--- config.mk ---
export PLATFORM = sky130hd
export DESIGN_NAME = ifu_fetch
export DESIGN_NICKNAME = d
export VERILOG_FILES = /design/src/rtl/ifu_fetch_pkg.sv /design/src/rtl/ifu_pc.sv /design/src/rtl/ifu_fetch.sv
export SDC_FILE = /design/constraint.sdc
export NUM_CORES = 1
export LEC_CHECK = 0
export ABC_AREA = 1
export CORE_ASPECT_RATIO = 0.8
export CORE_MARGIN = 2
export CORE_UTILIZATION = 47
export DETAILED_ROUTE_END_ITERATION = 8
export PLACE_DENSITY = 0.78
export RECOVER_POWER = 100
export SLEW_MARGIN = 5
export SYNTH_ARGS = -nofsm -noshare
export SYNTH_HDL_FRONTEND = slang
export SYNTH_HIERARCHICAL = 1
export SYNTH_SLANG_ARGS = --single-unit
--- constraint.sdc ---
create_clock -name i_clk -period 2.7 [get_ports i_clk]
set_input_delay 0.54 -clock i_clk [delete_from_list [all_inputs] [get_ports i_clk]]
set_output_delay 0.54 -clock i_clk [all_outputs]
set_load 0.05 [all_outputs]
--- src/rtl/ifu_fetch_pkg.sv ---
// Shared types and constants for the instruction fetch stage.
package ifu_fetch_pkg;

    localparam int          CPU_WIDTH    = 32;
    localparam logic [31:0] RESET_PC_DEF = 32'h8000_0000;
    localparam logic [31:0] INS_NOP      = 32'h0000_0013;

    typedef enum logic [2:0] {
        IFU_ST_BOOT = 3'd0,
        IFU_ST_REQ  = 3'd1,
        IFU_ST_WAIT = 3'd2,
        IFU_ST_HOLD = 3'd3,
        IFU_ST_ERR  = 3'd4
    } ifu_state_e;

    // Instruction targets must be word aligned.
    function automatic logic is_misaligned(input logic [1:0] low_bits);
        return low_bits != 2'b00;
    endfunction

endpackage

--- src/rtl/ifu_pc.sv ---
// Architectural PC register with hold / +4 / redirect next-PC selection.
// Redirect wins over advance; the caller only asserts redirect for an
// aligned target in a state where redirects are honoured.
module ifu_pc
    import ifu_fetch_pkg::*;
#(
    parameter int               CPU_W    = CPU_WIDTH,
    parameter logic [CPU_W-1:0] RESET_PC = CPU_W'(RESET_PC_DEF)
) (
    input  logic             i_clk,
    input  logic             i_rst,
    input  logic             redirect,
    input  logic [CPU_W-1:0] redirect_pc,
    input  logic             advance,
    output logic [CPU_W-1:0] pc,
    output logic             misaligned
);

    assign misaligned = is_misaligned(redirect_pc[1:0]);

    // PC update: redirect target, sequential +4 (wraps at 2^CPU_W), or hold.
    always_ff @(posedge i_clk or posedge i_rst) begin
        if (i_rst) begin
            pc <= RESET_PC;
        end else if (redirect) begin
            pc <= redirect_pc;
        end else if (advance) begin
            pc <= pc + CPU_W'(4);
        end
    end

endmodule

--- src/rtl/ifu_fetch.sv ---
// Instruction fetch stage: one outstanding word fetch, output register
// toward decode, redirect handling with wrong-path response dropping.
//
// state | meaning
// BOOT  | first cycle after reset, no request
// REQ   | request valid at PC, waiting for memory ready
// WAIT  | request accepted, waiting for the single response
// HOLD  | instruction presented to decode, waiting for consume
// ERR   | misaligned redirect seen, stalled until reset
module ifu_fetch
    import ifu_fetch_pkg::*;
#(
    parameter int               CPU_W    = CPU_WIDTH,
    parameter logic [CPU_W-1:0] RESET_PC = CPU_W'(RESET_PC_DEF)
) (
    input  logic             i_clk,
    input  logic             i_rst,
    input  logic             i_redirect,
    input  logic [CPU_W-1:0] i_redirect_pc,
    output logic             o_imem_req_valid,
    input  logic             i_imem_req_ready,
    output logic [CPU_W-1:0] o_imem_addr,
    input  logic             i_imem_rsp_valid,
    input  logic [31:0]      i_imem_rsp_data,
    output logic             o_ins_valid,
    input  logic             i_ins_ready,
    output logic [31:0]      o_ins,
    output logic [CPU_W-1:0] o_ins_pc,
    output logic             o_fetch_err
);

    ifu_state_e       state;
    ifu_state_e       state_next;
    logic [CPU_W-1:0] pc;
    logic             misaligned;
    logic             redirect_ok;
    logic             redirect_bad;
    logic             pc_redirect;
    logic             pc_advance;
    logic             capture;
    logic             clr_valid;
    logic             set_err;
    logic             drop;
    logic             drop_set;
    logic             drop_clr;

    ifu_pc #(
        .CPU_W    (CPU_W),
        .RESET_PC (RESET_PC)
    ) u_pc (
        .i_clk       (i_clk),
        .i_rst       (i_rst),
        .redirect    (pc_redirect),
        .redirect_pc (i_redirect_pc),
        .advance     (pc_advance),
        .pc          (pc),
        .misaligned  (misaligned)
    );

    assign o_imem_addr  = pc;
    assign redirect_ok  = i_redirect && !misaligned;
    assign redirect_bad = i_redirect && misaligned;

    // State register.
    always_ff @(posedge i_clk or posedge i_rst) begin
        if (i_rst) begin
            state <= IFU_ST_BOOT;
        end else begin
            state <= state_next;
        end
    end

    // Next-state and control decode; a redirect in REQ withdraws the request.
    always_comb begin
        state_next       = state;
        o_imem_req_valid = 1'b0;
        pc_redirect      = 1'b0;
        pc_advance       = 1'b0;
        capture          = 1'b0;
        clr_valid        = 1'b0;
        set_err          = 1'b0;
        drop_set         = 1'b0;
        drop_clr         = 1'b0;
        unique case (state)
            IFU_ST_BOOT: begin
                state_next = IFU_ST_REQ;
            end
            IFU_ST_REQ: begin
                if (redirect_bad) begin
                    set_err    = 1'b1;
                    state_next = IFU_ST_ERR;
                end else if (redirect_ok) begin
                    pc_redirect = 1'b1;
                end else begin
                    o_imem_req_valid = 1'b1;
                    if (i_imem_req_ready) begin
                        state_next = IFU_ST_WAIT;
                    end
                end
            end
            IFU_ST_WAIT: begin
                if (redirect_bad) begin
                    set_err    = 1'b1;
                    state_next = IFU_ST_ERR;
                end else if (redirect_ok) begin
                    pc_redirect = 1'b1;
                    if (i_imem_rsp_valid) begin
                        drop_clr   = 1'b1;
                        state_next = IFU_ST_REQ;
                    end else begin
                        drop_set = 1'b1;
                    end
                end else if (i_imem_rsp_valid) begin
                    if (drop) begin
                        drop_clr   = 1'b1;
                        state_next = IFU_ST_REQ;
                    end else begin
                        capture    = 1'b1;
                        state_next = IFU_ST_HOLD;
                    end
                end
            end
            IFU_ST_HOLD: begin
                if (redirect_bad) begin
                    set_err    = 1'b1;
                    state_next = IFU_ST_ERR;
                end else if (redirect_ok) begin
                    pc_redirect = 1'b1;
                    clr_valid   = 1'b1;
                    state_next  = IFU_ST_REQ;
                end else if (i_ins_ready) begin
                    pc_advance = 1'b1;
                    clr_valid  = 1'b1;
                    state_next = IFU_ST_REQ;
                end
            end
            IFU_ST_ERR: begin
                state_next = IFU_ST_ERR;
            end
            default: begin
                state_next = IFU_ST_ERR;
            end
        endcase
    end

    // Output register toward decode, sticky error and wrong-path drop flag.
    always_ff @(posedge i_clk or posedge i_rst) begin
        if (i_rst) begin
            o_ins       <= INS_NOP;
            o_ins_pc    <= RESET_PC;
            o_ins_valid <= 1'b0;
            o_fetch_err <= 1'b0;
            drop        <= 1'b0;
        end else begin
            if (capture) begin
                o_ins    <= i_imem_rsp_data;
                o_ins_pc <= pc;
            end
            if (set_err) begin
                o_fetch_err <= 1'b1;
                o_ins_valid <= 1'b0;
            end else if (capture) begin
                o_ins_valid <= 1'b1;
            end else if (clr_valid) begin
                o_ins_valid <= 1'b0;
            end
            if (drop_set) begin
                drop <= 1'b1;
            end else if (drop_clr) begin
                drop <= 1'b0;
            end
        end
    end

endmodule

# Word level (Yosys, flattened, before mapping)
# Cells that the tools add are included.
classes:
  mux: 49
  eq_ne: 7
  n_reduce_logical: 10
  n_addsub: 1
ops:
  columns: ["operator", "n"]
  rows:
  - ["32-bit 2-to-1 mux", 2]
  - ["1-bit 2-to-1 mux", 35]
  - ["32-bit by 3-bit adder with 32-bit output, second input constant", 1]
  - ["3-bit 2-to-1 mux", 10]
  - ["3-bit one-hot mux with 4 select lines", 1]
  - ["3-bit != test, second input constant", 3]
  - ["3-bit by 2-bit equality test with 1-bit output, second input constant", 2]
  - ["2-bit nonzero test", 3]
  - ["4-bit != test, second input constant", 1]
  - ["4-bit AND reduction", 1]
  - ["3-bit by 1-bit equality test with 1-bit output, second input constant", 1]
  - ["3-bit zero test", 1]
  - ["3-bit nonzero test", 1]
  - ["3-bit OR reduction", 1]
  - ["1-bit logical AND", 2]
  - ["2-bit 2-to-1 mux", 1]
  - ["1-bit zero test", 1]
word_totals:
  reg_bits: 102
  wordCells: 74

# Depth between registers and ports, before layout
# Gate-level depths: netlist of run 1.
depth:
  word_depth: 9
  depth_mapped: 11
  mapped_depth_nobuf: 9

# Hierarchy
# Netlist of run 1, hierarchy kept.
by_module_without_submodules:
  columns: ["module", "seq_area_each_um2", "cells_per_inst", "area_each_um2", "n_inst"]
  rows:
  - ["ifu_fetch", 1756.7, 328, 3144.3, 1]
  - ["ifu_pc", 802.0, 315, 2277.2, 1]

# Least setup slack after synthesis of run 1
# OpenSTA, ideal clock, no wires.
synth_timing:
  path_type: "input to register"
  from: "input port i_redirect_pc[1]"
  to: "register u_pc.pc[26]"
  cell_stages: 11
  t_required_ns: 2.577
  setup_slack_ns: 0.882
  n_path_buf: 2
  arrival_time_ns: 1.695
  cell_sequence: "or2_2 > inv_1 > nand2_1 > nor2_1 > buf_2 > inv_2 > nand2_2 > inv_2 > clkbuf_8 > nand3_1 > nand2_1"
synth_via:
  elab_chain_len: 7
  word_cells_on_any_way: 12
synth_lines:
  columns: ["element", "line_no", "source"]
  rows:
  - ["start, declared", "ifu_fetch.sv:19", "input logic [CPU_W-1:0] i_redirect_pc,"]
  - ["2-bit nonzero test *", "ifu_fetch_pkg.sv:18", "return low_bits != 2'b00;"]
  - ["1-bit zero test", "ifu_fetch.sv:61", "assign redirect_ok = i_redirect && !misaligned;"]
  - ["1-bit logical AND", "ifu_fetch.sv:61", null]
  - ["1-bit 2-to-1 mux", "ifu_fetch.sv:92, ifu_fetch.sv:105, ifu_fetch.sv:127", null]
  - ["1-bit 2-to-1 mux *", "ifu_fetch.sv:124", "if (redirect_bad) begin"]
  - ["1-bit 2-to-1 mux *", null, null]
  - ["via pc_redirect", "ifu_fetch.sv:38", "logic pc_redirect;"]
  - ["32-bit 2-to-1 mux / 2-bit nonzero test (equally long branches)", null, null]
  - ["end signal, assigned", "ifu_pc.sv:26", "pc <= redirect_pc;"]
  - ["end signal, assigned", "ifu_pc.sv:28", "pc <= pc + CPU_W'(4);"]
  - ["end, declared", "ifu_pc.sv:15", "output logic [CPU_W-1:0] pc,"]
# Mark *: on every way through the listed nets, which the timed path passes. The rest lies on a longest branch.
# A chain may end at the register's enable or synchronous reset.

# Worst setup path after layout of run 1
layout_timing:
  from: "input port i_redirect_pc[1]"
  to: "register u_pc.pc[15]"
layout_via:
  elab_chain_len: 7
  word_cells_on_any_way: 12
layout_lines:
  columns: ["element", "line_no", "source"]
  rows:
  - ["2-bit nonzero test *", "ifu_fetch_pkg.sv:18", null]
  - ["via misaligned", "ifu_fetch.sv:35", "logic misaligned;"]
  - ["1-bit zero test", "ifu_fetch.sv:61", null]
  - ["1-bit logical AND", "ifu_fetch.sv:61", null]
  - ["1-bit 2-to-1 mux", "ifu_fetch.sv:92, ifu_fetch.sv:105, ifu_fetch.sv:127", null]
  - ["1-bit 2-to-1 mux *", "ifu_fetch.sv:124", null]
  - ["1-bit 2-to-1 mux *", null, null]
  - ["via pc_redirect", "ifu_fetch.sv:38", null]
  - ["32-bit 2-to-1 mux / 2-bit nonzero test (equally long branches)", null, null]
# Marked as above.

==> results.yml, run 1 <==
outcome:
  status: "finished clean"
worst_setup_path:
  max_stage_delay_ns: 0.54
  cp_slowest_cell: "dlygate4sd3_1"
  crit_arrival_ns: 2.58
  criticalPathCategory: "input port to flop"
  worstSetupStartpointType: "input port"
  worstSetupEndpointType: "flop"
  ff2ff_setup_slack_ns: 0.54
  rr_startpoint: "state[1]"
  crit_chain: "dlygate4sd3_1 -> or2_2 -> inv_1 -> nand2_1 -> nor2_1 -> inv_1 -> nand2_2 -> inv_2 -> o21ai_0 -> o21ai_1"
  cp_top_family: "buffers and inverters"
  crit_required_ns: 2.92
  worst-path-buf-inv: 4
  reg2regPathDepth: 6
  timing.rr.end: "u_pc/pc[10]"
  path_max_fanout: 21
  cpMostUsedCell: "inv_1"
sta:
  drv_slew: 0
  timing.setup.tns_ns: 0
  grt_setup_unrepaired: "no"
  hold_viol_final: 0
  whs_ns: 0.4701
  setup_viol: 0
  relSlewSlack_pct: 43.81
  period_minus_slack_ns: 2.359
  worstMarginPinSlew_ns: 0.8429
  finalCritPeriodShare_pct: 87.38
  timing.fmax_ghz: 0.4239
  setup_slack_ns: 0.3408
  worst_clock_skew_ns: 0.008806
finish:
  finalCoreUtilization_pct: 64.23
  drive_gt1_share_pct: 9.705
  diodes: 0
  final_cell_mix: "nand2_1 (182), dlygate4sd3_1 (101), dfrtp_1 (97)"
  syn2layout_area_growth_pct: 34.89
  finalNonFillerCells: 962
  final_common_cell: "nand2_1"
  nets: 881
grt:
  antenna_found_initial: 0
  grt_busiest_layer: "met2"
  met2_usage_pct: 35.65
  grt_pass1_wl_um: 22200
  first_global_vias: 4451
  use_met3_pct: 3.239
  grt_use_met1_pct: 32.66
  grt_usage_pct: 22.72
  grt_overflow: 0
  grt_max_degree: 50
routing:
  drt_iter0_markers: 306
  routed_wl_um: 14190
  detail-route-antenna-nets: 0
  drt_first_pass_iters: 5
  via_count: 4769
  vias_per_cell: 4.957
  drc: 0
  wl_per_cell_um: 14.75
synth:
  synth_edf_count: 0
  yosys.area.top_type: "dfrtp_1"
  synthFlopType: "dfrtp_1"
  ys_seq_area_share_pct: 47.20
  ys_ff_latch: 102
  ys_warn_count: 6
  synth_area_um2: 5421
  yosysUniqueCellTypes: 34
  netlist_instances: 643
  synth_area_per_cell_um2: 8.431
  yosys-top-cells-area: "dfrtp_1 (45%), nand2_1 (13%), o21ai_2 (8.9%)"
  yosys.area.top_type_share_pct: 44.77
  async_reset_ff_share_pct: 100.0
  syn_nets: 714
clocking:
  cts_tree: "yes"
  cts_root_buffer: "clkbuf_16"
  htreeDepth: 3
  ctsHoldBuffers: 0
  cts_setup_buffers: 0
  clock_latency_ns: 0.34
  clk_pin_slew_ns: 0.07
  ctsResizeCount: 0
  cts_sinks: 102
  cts_inserted_buffers: 9
  clock_path_buffers: 2
placement:
  dp_hpwl_um: 10390
  gp_congestion: 0.9073
  dp_cells: 947
  portBuffers: 168
  place_ws_ns: 0.2422
floorplan:
  pin_count: 169
  die-width_um: 124.1
  rows: 35
  die_area_um2: 12420
  start_util_pct: 47.62
  core-area_um2: 11390
  die_h_um: 100.1
power_and_ir_drop:
  ir_worst_vdd_mv: 0.3350
  powerDensity_nw_per_um2: 458.0
  p_leak_uw: 0.003575
flow_run:
  drv_cap: 0
min_path:
  hp-start: "o_fetch_err"
  min_path_cells: 1
  hp-class: "flop to flop"
  holdPathEnd: "o_fetch_err"
[cell families (layout without fill, tap and decap cells)]
| family | after synthesis | after routing | synth area share, % |
|---|---|---|---|
| xor+xnor | 6 | 6 | 0.9693 |
| flops | 102 | 102 | 47.20 |
| buf+inv | 122 | 293 | 10.80 |
| fa+ha+maj | 1 | 1 | 0.2308 |
| simple gates | 306 | 306 | 25.92 |
| compound gates | 106 | 106 | 14.89 |
[through the flow]
stage | area, um2 | total power (uW)
final | 7313 | 3349
after global routing | 7313 | 3470
after CTS | 7561 | 3408
after detailed placement | 7226 | 1926
after global placement | 7226 | 1921
after floorplan | 5421 | 1749
[state kept, by name (all words and copies together) (netlist names)]
| signal | flops |
|---|---|
| o_fetch_err | 1 |
| o_ins | 32 |
| o_ins_valid | 1 |
| state | 3 |
| o_ins_pc | 32 |
| drop | 1 |
| u_pc/pc | 32 |
[power by group]
part	internal, uW	switching, uW
sequential	1550	34.4
combinational	137	160
clock	905	567
[area by class of cell]
type | instances | area, um2
Multi-Input combinational cell | 419 | 2105
Timing Repair Buffer | 178 | 1752
Fill cell | 1013 | 4073
Tap cell | 148 | 185.2
Clock buffer | 10 | 229.0
Sequential cell | 102 | 2559
Inverter | 100 | 377.9
Clock inverter | 5 | 106.4
[worst max-delay path by stage]
| stage | startpoint | to | slack [ns] | cells after the start |
|---|---|---|---|---|
| 6_report | i_redirect_pc[1] | u_pc/pc[15] | 0.34 | 10 |
| 5_1_grt | i_redirect_pc[1] | u_pc/pc[15] | 0.25 | 10 |
| 4_1_cts | u_pc/pc[31] | o_imem_addr[31] | 0.39 | 1 |
| 3_5_place_dp | i_redirect_pc[0] | u_pc/pc[20] | 0.24 | 9 |
| 3_3_place_gp | i_redirect_pc[1] | u_pc/pc[17] | 0.31 | 10 |
| 2_1_floorplan | i_rst | drop | 0.40 | 1 |
[metal layers]
metal	wire [um]	share of wire, %	up-vias
met5	0	0	-
met4	144	1.0	0
met3	892	6.3	14
met2	6631	47	174
met1	6524	46	2230
li1	-	-	2351
[Yosys cell counts (2+ instances only)]
library cell  count
xor2_1            6
nand3_1          44
nor2_2            7
clkbuf_1          2
or2_2             2
nor2_4           12
o21bai_1          5
nand3_2           2
and2_1            4
o21ai_2          55
inv_1            93
nand2_1         182
nor3_1            2
inv_2             6
o21ai_0          12
dfrtp_1          97
buf_6            14
dfstp_2           5
nand2_2          12
a21oi_1           3
o21ai_1           8
a22oi_1          20
o211ai_1          2
buf_2             3
nor2_1           35
nand2_4           2
Note: power is estimated with default switching activity, not from simulation.
==> run 2, diff against run 1 <==
- CORE_ASPECT_RATIO: 0.8 -> default
==> run 2 against run 1 <==
Effect of this change:
- sequential share of layout area rose by 0.30 points
- final area fell by 0.86%
- combinational power barely moved
- sequential power barely moved
- via count rose by 0.27%
- total power fell by 6.3%
- clock skew fell by 0.0023 ns
- register-to-register slack improved by 0.11 ns
- critical path type is now flop to primary output
- largest power group unchanged
- die area barely moved
- sequential cell count did not move
- first-iteration DRC count rose by 22%
- cell count fell by 0.21%
- highest routed layer unchanged
==> results.yml, run 2 (same netlist as run 1, synthesis figures left out) <==
power_and_ir_drop:
  p_sw_uw: 713.8
  p_clk_share_pct: 40.1
  ir_worst_vdd_mv: 0.3275
  powerDensity_nw_per_um2: 432.8
  seqPwrFrac_pct: 50.4
  pwr-share-comb_pct: 9.5
  swShare_pct: 22.75
  p_total_uw: 3138
  intPower_uw: 2424
  p_leak_uw: 0.003559
min_path:
  hp-class: "flop to flop"
clocking:
  htreeDepth: 3
  cts_root_buffer: "clkbuf_16"
  cts_sinks: 102
  cts_tree: "yes"
  clock_path_buffers: 2
  clk_pin_slew_ns: 0.06
  ctsResizeCount: 0
  clock_latency_ns: 0.34
  cts_setup_buffers: 0
  cts_inserted_buffers: 9
  ctsHoldBuffers: 0
routing:
  detail-route-antenna-nets: 0
  wl_per_cell_um: 14.67
  drt_first_pass_iters: 6
  drt_iter0_markers: 373
  via_count: 4782
  vias_per_cell: 4.981
  drc: 0
  routed_wl_um: 14080
worst_setup_path:
  max_stage_delay_ns: 0.91
  crit_chain: "dlygate4sd3_1"
  criticalPathCategory: "flop to primary output"
  worstSetupEndpointType: "primary output"
  crit_required_ns: 2.16
  ff2ff_setup_slack_ns: 0.65
  worstSetupStartpointType: "flop"
  worst-path-buf-inv: 1
  cp_slowest_cell: "dlygate4sd3_1"
  crit_arrival_ns: 1.83
  path_max_fanout: 5
  cp_top_family: "buffers and inverters"
floorplan:
  die-width_um: 111.4
  core-area_um2: 11320
  die_h_um: 111.4
  rows: 39
  pin_count: 169
  die_area_um2: 12410
  start_util_pct: 47.89
grt:
  grt_max_degree: 45
  grt_overflow: 0
  first_global_vias: 4705
  antenna_found_initial: 0
  grt_usage_pct: 23.38
  grt_pass1_wl_um: 23360
sta:
  whs_ns: 0.4758
  worstMarginPinSlew_ns: 0.8983
  timing.setup.tns_ns: 0
  setup_viol: 0
  drv_slew: 0
  hold_viol_final: 0
  period_minus_slack_ns: 2.366
  finalCritPeriodShare_pct: 87.62
  timing.fmax_ghz: 0.4227
  worst_clock_skew_ns: 0.006459
  relSlewSlack_pct: 40.11
  grt_setup_unrepaired: "no"
placement:
  portBuffers: 168
  dp_hpwl_um: 10740
  gp_congestion: 0.9117
  placed_cell_area_um2: 7217
finish:
  final_cell_mix: "nand2_1 (182), dlygate4sd3_1 (101), dfrtp_1 (97)"
  diodes: 0
  drive_gt1_share_pct: 9.425
  syn2layout_area_growth_pct: 33.74
  fin_area_um2: 7251
  final_common_cell: "nand2_1"
  reg_top3: "o_ins: 32 flops, o_ins_pc: 32 flops, u_pc/pc: 32 flops"
  finalCoreUtilization_pct: 64.05
  nets: 884
flow_run:
  drv_cap: 0
outcome:
  status: "finished clean"
## run 2: layout make-up
class | instances | area, um2
Fill cell | 1025 | 4070
Sequential cell | 102 | 2559
Multi-Input combinational cell | 419 | 2091
Timing Repair Buffer | 181 | 1760
Inverter | 100 | 377.9
Clock buffer | 14 | 254.0
Tap cell | 143 | 178.9
Clock inverter | 1 | 30.03
## run 2: power by group through the flow
stage | Clock (uW) | Combinational (uW) | Sequential [uW]
after CTS | 1300 | 320 | 1580
after detailed placement | 0 | 317 | 1610
after global placement | 0 | 312 | 1610
after global routing | 1370 | 324 | 1580
after floorplan | 0 | 85.7 | 1660
final | 1260 | 298 | 1580
## run 2: metrics by stage
stage | setup slack, ns | std cells
4_1_cts | 0.3893 | 960
5_1_grt | 0.1969 | 960
3_5_place_dp | 0.1963 | 945
2_1_floorplan | 0.3984 | 643
6_report | 0.3342 | 960
3_3_place_gp | 0.2640 | 945
## run 2: tightest hold or removal path: stages, from the launching register on
cell,delay [ns]
dfrtp_1,0.34
nand2_1,0.06
o21ai_2,0.05
## run 2: final timing paths
kind,start,cells past startpoint,endpoint
worst max-delay path,u_pc/pc[31],1,o_imem_addr[31]
worst min-delay path,o_ins_pc[23],2,o_ins_pc[23]
worst max register to register,state[1],7,u_pc/pc[15]
worst min register to register,o_ins_pc[23],2,o_ins_pc[23]
max in group asynchronous,i_rst,3,o_ins_pc[9]
min in group asynchronous,i_rst,2,o_ins_pc[7]
## run 2: per-layer routing
| metal | global-route usage (%) | part of all wire [%] |
|---|---|---|
| met1 | 30.79 | 44 |
| met2 | 39.47 | 49 |
| met3 | 4.137 | 4.5 |
| met4 | 7.737 | 2.4 |
| met5 | 0 | 0 |
